File: config.mk
export PLATFORM = sky130hd
export DESIGN_NAME = ddr2_port_arb
export DESIGN_NICKNAME = d
export VERILOG_FILES = /design/src/rtl/ddr2_port_arb.sv
export SDC_FILE = /design/constraint.sdc
export NUM_CORES = 1
export LEC_CHECK = 0
export CAP_MARGIN = 20
export CORE_UTILIZATION = 35
export DETAILED_ROUTE_END_ITERATION = 10
export PLACE_DENSITY = 0.77
export SYNTH_ARGS = -nofsm -noshare
export SYNTH_HDL_FRONTEND = slang
export SYNTH_SLANG_ARGS = --single-unit
File: constraint.sdc
create_clock -name clk0 -period 1.75 [get_ports clk0]
set_input_delay 0.175 -clock clk0 [delete_from_list [all_inputs] [get_ports clk0]]
set_output_delay 0.175 -clock clk0 [all_outputs]
set_load 0.01 [all_outputs]
File: src/rtl/ddr2_port_arb.sv
// Arbiter for the shared DDR2 MIG user port: serialises read and write client
// transfers, yields to auto-refresh, counts beats and aborts stalled transfers.
module ddr2_port_arb #(
  parameter int unsigned RD_PRIORITY = 0,
  parameter int unsigned WDOG_CYCLES = 4096,
  parameter int unsigned ADDR_W      = 25,
  parameter int unsigned LEN_W       = 10
) (
  input  logic              clk0,
  input  logic              rst0,
  input  logic              mig_init_done,
  input  logic              mig_auto_ref_req,
  input  logic              mig_ar_done,
  input  logic              rd_mem_req,
  input  logic [ADDR_W-1:0] rd_mem_addr,
  input  logic [LEN_W-1:0]  rd_xfr_len,
  input  logic              rd_beat,
  output logic              rd_mem_grant,
  input  logic              wr_mem_req,
  input  logic [ADDR_W-1:0] wr_mem_addr,
  input  logic [LEN_W-1:0]  wr_xfr_len,
  input  logic              wr_beat,
  output logic              wr_mem_grant,
  output logic              eng_start,
  output logic              eng_is_read,
  output logic [ADDR_W-1:0] eng_addr,
  output logic [LEN_W-1:0]  eng_len,
  output logic              eng_abort,
  output logic              arb_busy,
  output logic              err_timeout
);

  localparam int unsigned WDOG_W = (WDOG_CYCLES > 1) ? $clog2(WDOG_CYCLES) : 1;

  localparam logic [2:0] S_IDLE    = 3'd0;
  localparam logic [2:0] S_GRANT   = 3'd1;
  localparam logic [2:0] S_XFER    = 3'd2;
  localparam logic [2:0] S_DONE    = 3'd3;
  localparam logic [2:0] S_REFRESH = 3'd4;

  logic [2:0]        state_q, state_d;
  logic              last_rd_q, last_rd_d;
  logic              ref_pend_q, ref_pend_d;
  logic              is_read_q, is_read_d;
  logic [ADDR_W-1:0] addr_q, addr_d;
  logic [LEN_W-1:0]  len_q, len_d;
  logic [LEN_W-1:0]  cnt_q, cnt_d;
  logic [WDOG_W-1:0] wdog_q, wdog_d;
  logic              err_q, err_d;
  logic              pick_rd;
  logic              act_beat;
  logic              wdog_fire;

  // Read wins a tie when prioritised or when the write side was served last.
  assign pick_rd  = rd_mem_req && (!wr_mem_req || (RD_PRIORITY != 0) || !last_rd_q);
  assign act_beat = is_read_q ? rd_beat : wr_beat;

  always_comb begin
    // NOTE: every signal assigned below gets its hold value first, so no path
    // through the case leaves one unassigned and no latch is inferred.
    state_d    = state_q;
    last_rd_d  = last_rd_q;
    ref_pend_d = ref_pend_q;
    is_read_d  = is_read_q;
    addr_d     = addr_q;
    len_d      = len_q;
    cnt_d      = cnt_q;
    wdog_d     = wdog_q;
    err_d      = err_q;
    wdog_fire  = 1'b0;

    case (state_q)
      S_IDLE: begin
        if (mig_init_done) begin
          if (mig_auto_ref_req || ref_pend_q) begin
            state_d    = S_REFRESH;
            ref_pend_d = 1'b0;
          end else if (rd_mem_req || wr_mem_req) begin
            state_d   = S_GRANT;
            is_read_d = pick_rd;
            addr_d    = pick_rd ? rd_mem_addr : wr_mem_addr;
            len_d     = pick_rd ? rd_xfr_len : wr_xfr_len;
          end
        end
      end
      S_GRANT: begin
        last_rd_d = is_read_q;
        cnt_d     = len_q;
        wdog_d    = '0;
        state_d   = (len_q == '0) ? S_DONE : S_XFER;
      end
      S_XFER: begin
        if (mig_auto_ref_req) ref_pend_d = 1'b1;
        if (act_beat) begin
          wdog_d = '0;
          cnt_d  = cnt_q - LEN_W'(1);
          if (cnt_q == LEN_W'(1)) state_d = S_DONE;
        end else if (wdog_q == WDOG_W'(WDOG_CYCLES - 1)) begin
          // This is the last permitted beat-less cycle: abort right here.
          wdog_fire = 1'b1;
          err_d     = 1'b1;
          state_d   = S_DONE;
        end else begin
          wdog_d = wdog_q + WDOG_W'(1);
        end
      end
      S_DONE:    state_d = S_IDLE;
      S_REFRESH: if (mig_ar_done) state_d = S_IDLE;
      default:   state_d = S_IDLE;
    endcase
  end

  // NOTE: state flops use non-blocking assignments so every flop samples the
  // pre-edge values, independent of statement order.
  always_ff @(posedge clk0 or posedge rst0) begin
    if (rst0) begin
      state_q    <= S_IDLE;
      last_rd_q  <= 1'b0;
      ref_pend_q <= 1'b0;
      is_read_q  <= 1'b0;
      addr_q     <= '0;
      len_q      <= '0;
      cnt_q      <= '0;
      wdog_q     <= '0;
      err_q      <= 1'b0;
    end else begin
      state_q    <= state_d;
      last_rd_q  <= last_rd_d;
      ref_pend_q <= ref_pend_d;
      is_read_q  <= is_read_d;
      addr_q     <= addr_d;
      len_q      <= len_d;
      cnt_q      <= cnt_d;
      wdog_q     <= wdog_d;
      err_q      <= err_d;
    end
  end

  assign rd_mem_grant = (state_q == S_GRANT) && is_read_q;
  assign wr_mem_grant = (state_q == S_GRANT) && !is_read_q;
  assign eng_start    = (state_q == S_GRANT) && (len_q != '0);
  assign eng_is_read  = is_read_q;
  assign eng_addr     = addr_q;
  assign eng_len      = len_q;
  assign eng_abort    = wdog_fire;
  assign arb_busy     = (state_q != S_IDLE);
  assign err_timeout  = err_q;

endmodule

==> summary.md, run 1 <==
| Metric | Value |
|---|---|
| Pre-CTS setup slack | -0.124 ns |
| Root Buffer | clkbuf_8 |
| Synthesized flop and latch total | 64 |
| Fmax | 0.530 GHz |
| R2R setup slack | -0.14 ns |
| H-tree levels | 3 |
| Final core utilization | 63.2% |
| Worst-Skew Late Latency | 0.35 ns |
| Crit path kind | reg -> reg |
| Area contributors post-synth | dfrtp_1 49%, mux2i_1 11%, a21oi_1 8.6% |
| Static Leak | 0.00233 uW |
| Synth cell types | 47 |
| Die boundary width | 98.5 um |
| Overflow after GRT | 0 |
| EDFF count, synth | 0 |
| Reg2reg start | state_q[0] |
| Crit path max fanout | 12 |
| Die Area | 9700 um2 |
| Net Count, Synth | 418 |
| Worst r2r dst | cnt_q[6] |
| Layout net count | 593 |
| Vias in the first global route | 3,470 |
| Fin cells | 624 |
| Crit share post-route | 108% |
| Avg Cell Area, Syn | 9.70 um2 |
| Design Area, Final | 5600 um2 |
| WL/cell | 17.1 um |
| Highest routed layer | met4 |
| GPL Wtd Cong | 0.929 |
| Arr. time, crit path | 2.11 ns |
| Largest net degree at the start of global routing | 39 |
| Clock tree sinks | 64 |
| Endpoints failing setup | 15 |
| CP startpoint kind | flop |
| Length of routed met3 wiring | 839 um |
| Initial antenna violation count | 0 |
| Seq/Total Area, Yosys | 49.2% |
| Routed vias | 3,446 |
| Maxcap violations | 0 |
| Predominant post-synthesis flop cell | dfrtp_1 |
| Core ar. | 8850 um2 |
| Post-DP Area | 4930 um2 |
| Global-route wire length before repair | 16,500 um |
| CP endpoint kind | flop |
| Total GRT Usage | 21.6% |
| Height of the die | 98.5 um |
| ANT cells | 0 |
| Synth warn | 0 |
| Worst hold path class | in -> async |
| WL met2 | 5500 um |
| Final Total Pwr | 8090 uW |
| Synth-to-layout area growth | 71.8% |
| Vias per std cell | 5.52 |
| Critical Path RT | 1.97 ns |
| RSZ-0062 raised after global routing | true |
| Ys async rst share | 100% |
| Final WS setup | -0.137 ns |
| Initial core utilization | 36.8% |
| Syn Std Cell Area | 3260 um2 |
| IO buf count | 120 |
| IO Pins | 121 |
| Period minus WS final | 1.89 ns |
| CTS Buf Count | 9 |
| CP Capture Point | cnt_q[6] |
| Yosys top cell area share | 49.2% |
| Final-report max-slew violation count | 0 |
| Critical Path Start | state_q[0] |
| Share of layout cells above drive strength 1 | 24.8% |
| Row cnt | 34 |
| Max Buffers Root-to-Sink | 2 |
| Fill cell count | 729 |
| DRT met1 WL | 4130 um |
| Slew @ Worst Pin | 0.499 ns |
| DRT iter0 DRCs | 167 |
| Synth area leader | dfrtp_1 |
| Slew margin rel. | 66.6% |
| Power density cells | 1450 nW/um2 |
| Worst VDD drop | 767 uV |
| CTS tree | yes |
| Total DRC errors in the routed layout | 0 |
| Status | finished, violations left |
| Final Hold Fails | 0 |
| Dpl cells | 589 |
| Final ANT Viol Nets | 0 |
| R2r worst-path depth | 6 |
| Syn Inst Count | 336 |
| Total wire length | 10,700 um |
| Drt first pass iters | 8 |
| Worst-path clk slew | 0.08 ns |
| Clock Skews | 0.00927 ns |
| Failing checks | setup timing |
| Final HPWL from detailed placement | 7220 um |
==> worst min path at each step <==
stage	start	to	slack [ns]	depth (start not counted)
floorplan	mig_init_done	ref_pend_q	0.26	1
global placement	err_timeout	err_timeout	0.45	1
detailed placement	err_timeout	err_timeout	0.46	1
CTS	rst0	eng_addr[4]	0.19	2
global route	rst0	eng_addr[4]	0.21	2
finish	rst0	eng_addr[4]	0.19	2
==> synthesized netlist by cell type (2+ instances only) <==
cell,n
o2bb2ai_1,4
nand4_1,4
o311ai_0,2
or3_1,5
nand3_1,5
and3_1,2
o31ai_1,4
nor4_1,2
clkbuf_1,11
o211ai_1,2
dfrtp_1,64
ha_1,3
nor3_1,7
nand2_1,11
mux2_2,3
or4_1,6
o21ai_0,17
or3b_2,2
nor2b_1,2
a21o_1,2
buf_2,6
a21oi_1,56
nor2_1,47
mux2i_1,37
a22oi_1,4
inv_1,6
o32ai_1,2
==> what timing repair did <==
item                       4_1_cts  5_1_grt
setup endpoints to repair       19       59
hold buffers                     0        0
setup buffers                    5       11
resized for setup               40       35
pin swaps                       10        9
gates cloned                     1        3
==> placed cells by master, fill, tap and decap left out, types with 3 or more instances in the layout <==
| cell type | synthesis | routed |
|---|---|---|
| clkdlybuf4s50_1 | 0 | 115 |
| dfrtp_1 | 64 | 59 |
| a21oi_1 | 56 | 50 |
| nor2_1 | 47 | 45 |
| buf_4 | 0 | 45 |
| mux2i_1 | 37 | 36 |
| o21ai_0 | 17 | 15 |
| clkbuf_8 | 0 | 10 |
| nand2_1 | 11 | 9 |
| buf_12 | 0 | 7 |
| a21oi_2 | 0 | 6 |
| buf_6 | 0 | 6 |
| inv_1 | 6 | 5 |
| nor3_1 | 7 | 5 |
| nand3_1 | 5 | 5 |
| dfrtp_2 | 0 | 5 |
| a22oi_1 | 4 | 4 |
| o2bb2ai_1 | 4 | 4 |
| nand4_1 | 4 | 4 |
| or3b_4 | 0 | 3 |
| mux2_2 | 3 | 3 |
| o21ai_1 | 1 | 3 |
| or4_1 | 6 | 3 |
| clkinvlp_4 | 0 | 3 |
| or4_4 | 0 | 3 |
| or3_1 | 5 | 3 |
| clkbuf_16 | 0 | 3 |
==> flip-flops by register name, summed over array words and instances (netlist names) <==
register and count:
eng_addr 25, wdog_q 12, cnt_q 10, eng_len 10, state_q 3, eng_is_read 1
err_timeout 1, last_rd_q 1, ref_pend_q 1
==> area by class of cell <==
class                           instances  area (um2)  area share (%)
Clock inverter                          6        92.6            1.65
Inverter                                6        26.3           0.469
Tap cell                              108         135            2.41
Timing Repair Buffer                  181        1820            32.6
Multi-Input combinational cell        249        1770            31.7
Clock buffer                           10         138            2.46
Sequential cell                        64        1610            28.7
==> layer usage <==
| layer | track usage [%] | vias to the layer above |
|---|---|---|
| li1 | - | 1598 |
| met1 | 24.8 | 1662 |
| met2 | 37.2 | 162 |
| met3 | 7.87 | 24 |
| met4 | 7.81 | 0 |
| met5 | 0 | - |
==> critical path, cell delays in order, from the launching register on <==
cell and delay, ns:
dfrtp_1 0.42, or3b_4 0.44, buf_6 0.13, o21ai_1 0.25, buf_4 0.25, o21ai_0 0.12
o2bb2ai_1 0.15
==> report_power, final <==
| part | leakage (uW) | switching, uW | internal, uW |
|---|---|---|---|
| clock | 0.000109 | 632 | 845 |
| combinational | 0.00146 | 1850 | 2260 |
| sequential | 0.000755 | 443 | 2060 |
==> cells by family (layout without fill, tap and decap cells) <==
group	Yosys count	count (layout)	synth area share, %
AO/OA/AOI/OAI	103	104	18.7
XOR/XNOR	1	1	0.269
adder cells (fa/ha/maj)	3	3	1.15
buffers and inverters	24	203	3.00
flip-flops	64	64	49.2
multiplexers	40	40	12.4
AND/OR/NAND/NOR	101	101	15.3
==> stage by stage <==
stage | TNS [ns] | hold WS, ns
2_1_floorplan | -0.0408 | 0.261
3_3_place_gp | -0.259 | 0.454
3_5_place_dp | -0.799 | 0.463
4_1_cts | -0.289 | 0.192
5_1_grt | -1.94 | 0.210
6_report | -0.994 | 0.188
Power figures use the tool's default switching activity.
==> run 2, diff against run 1 <==
Settings changed: CTS_CLUSTER_DIAMETER set to 60.
==> results of run 2 <==
No change in the layout: final DEF, timing and power equal those of run 1.
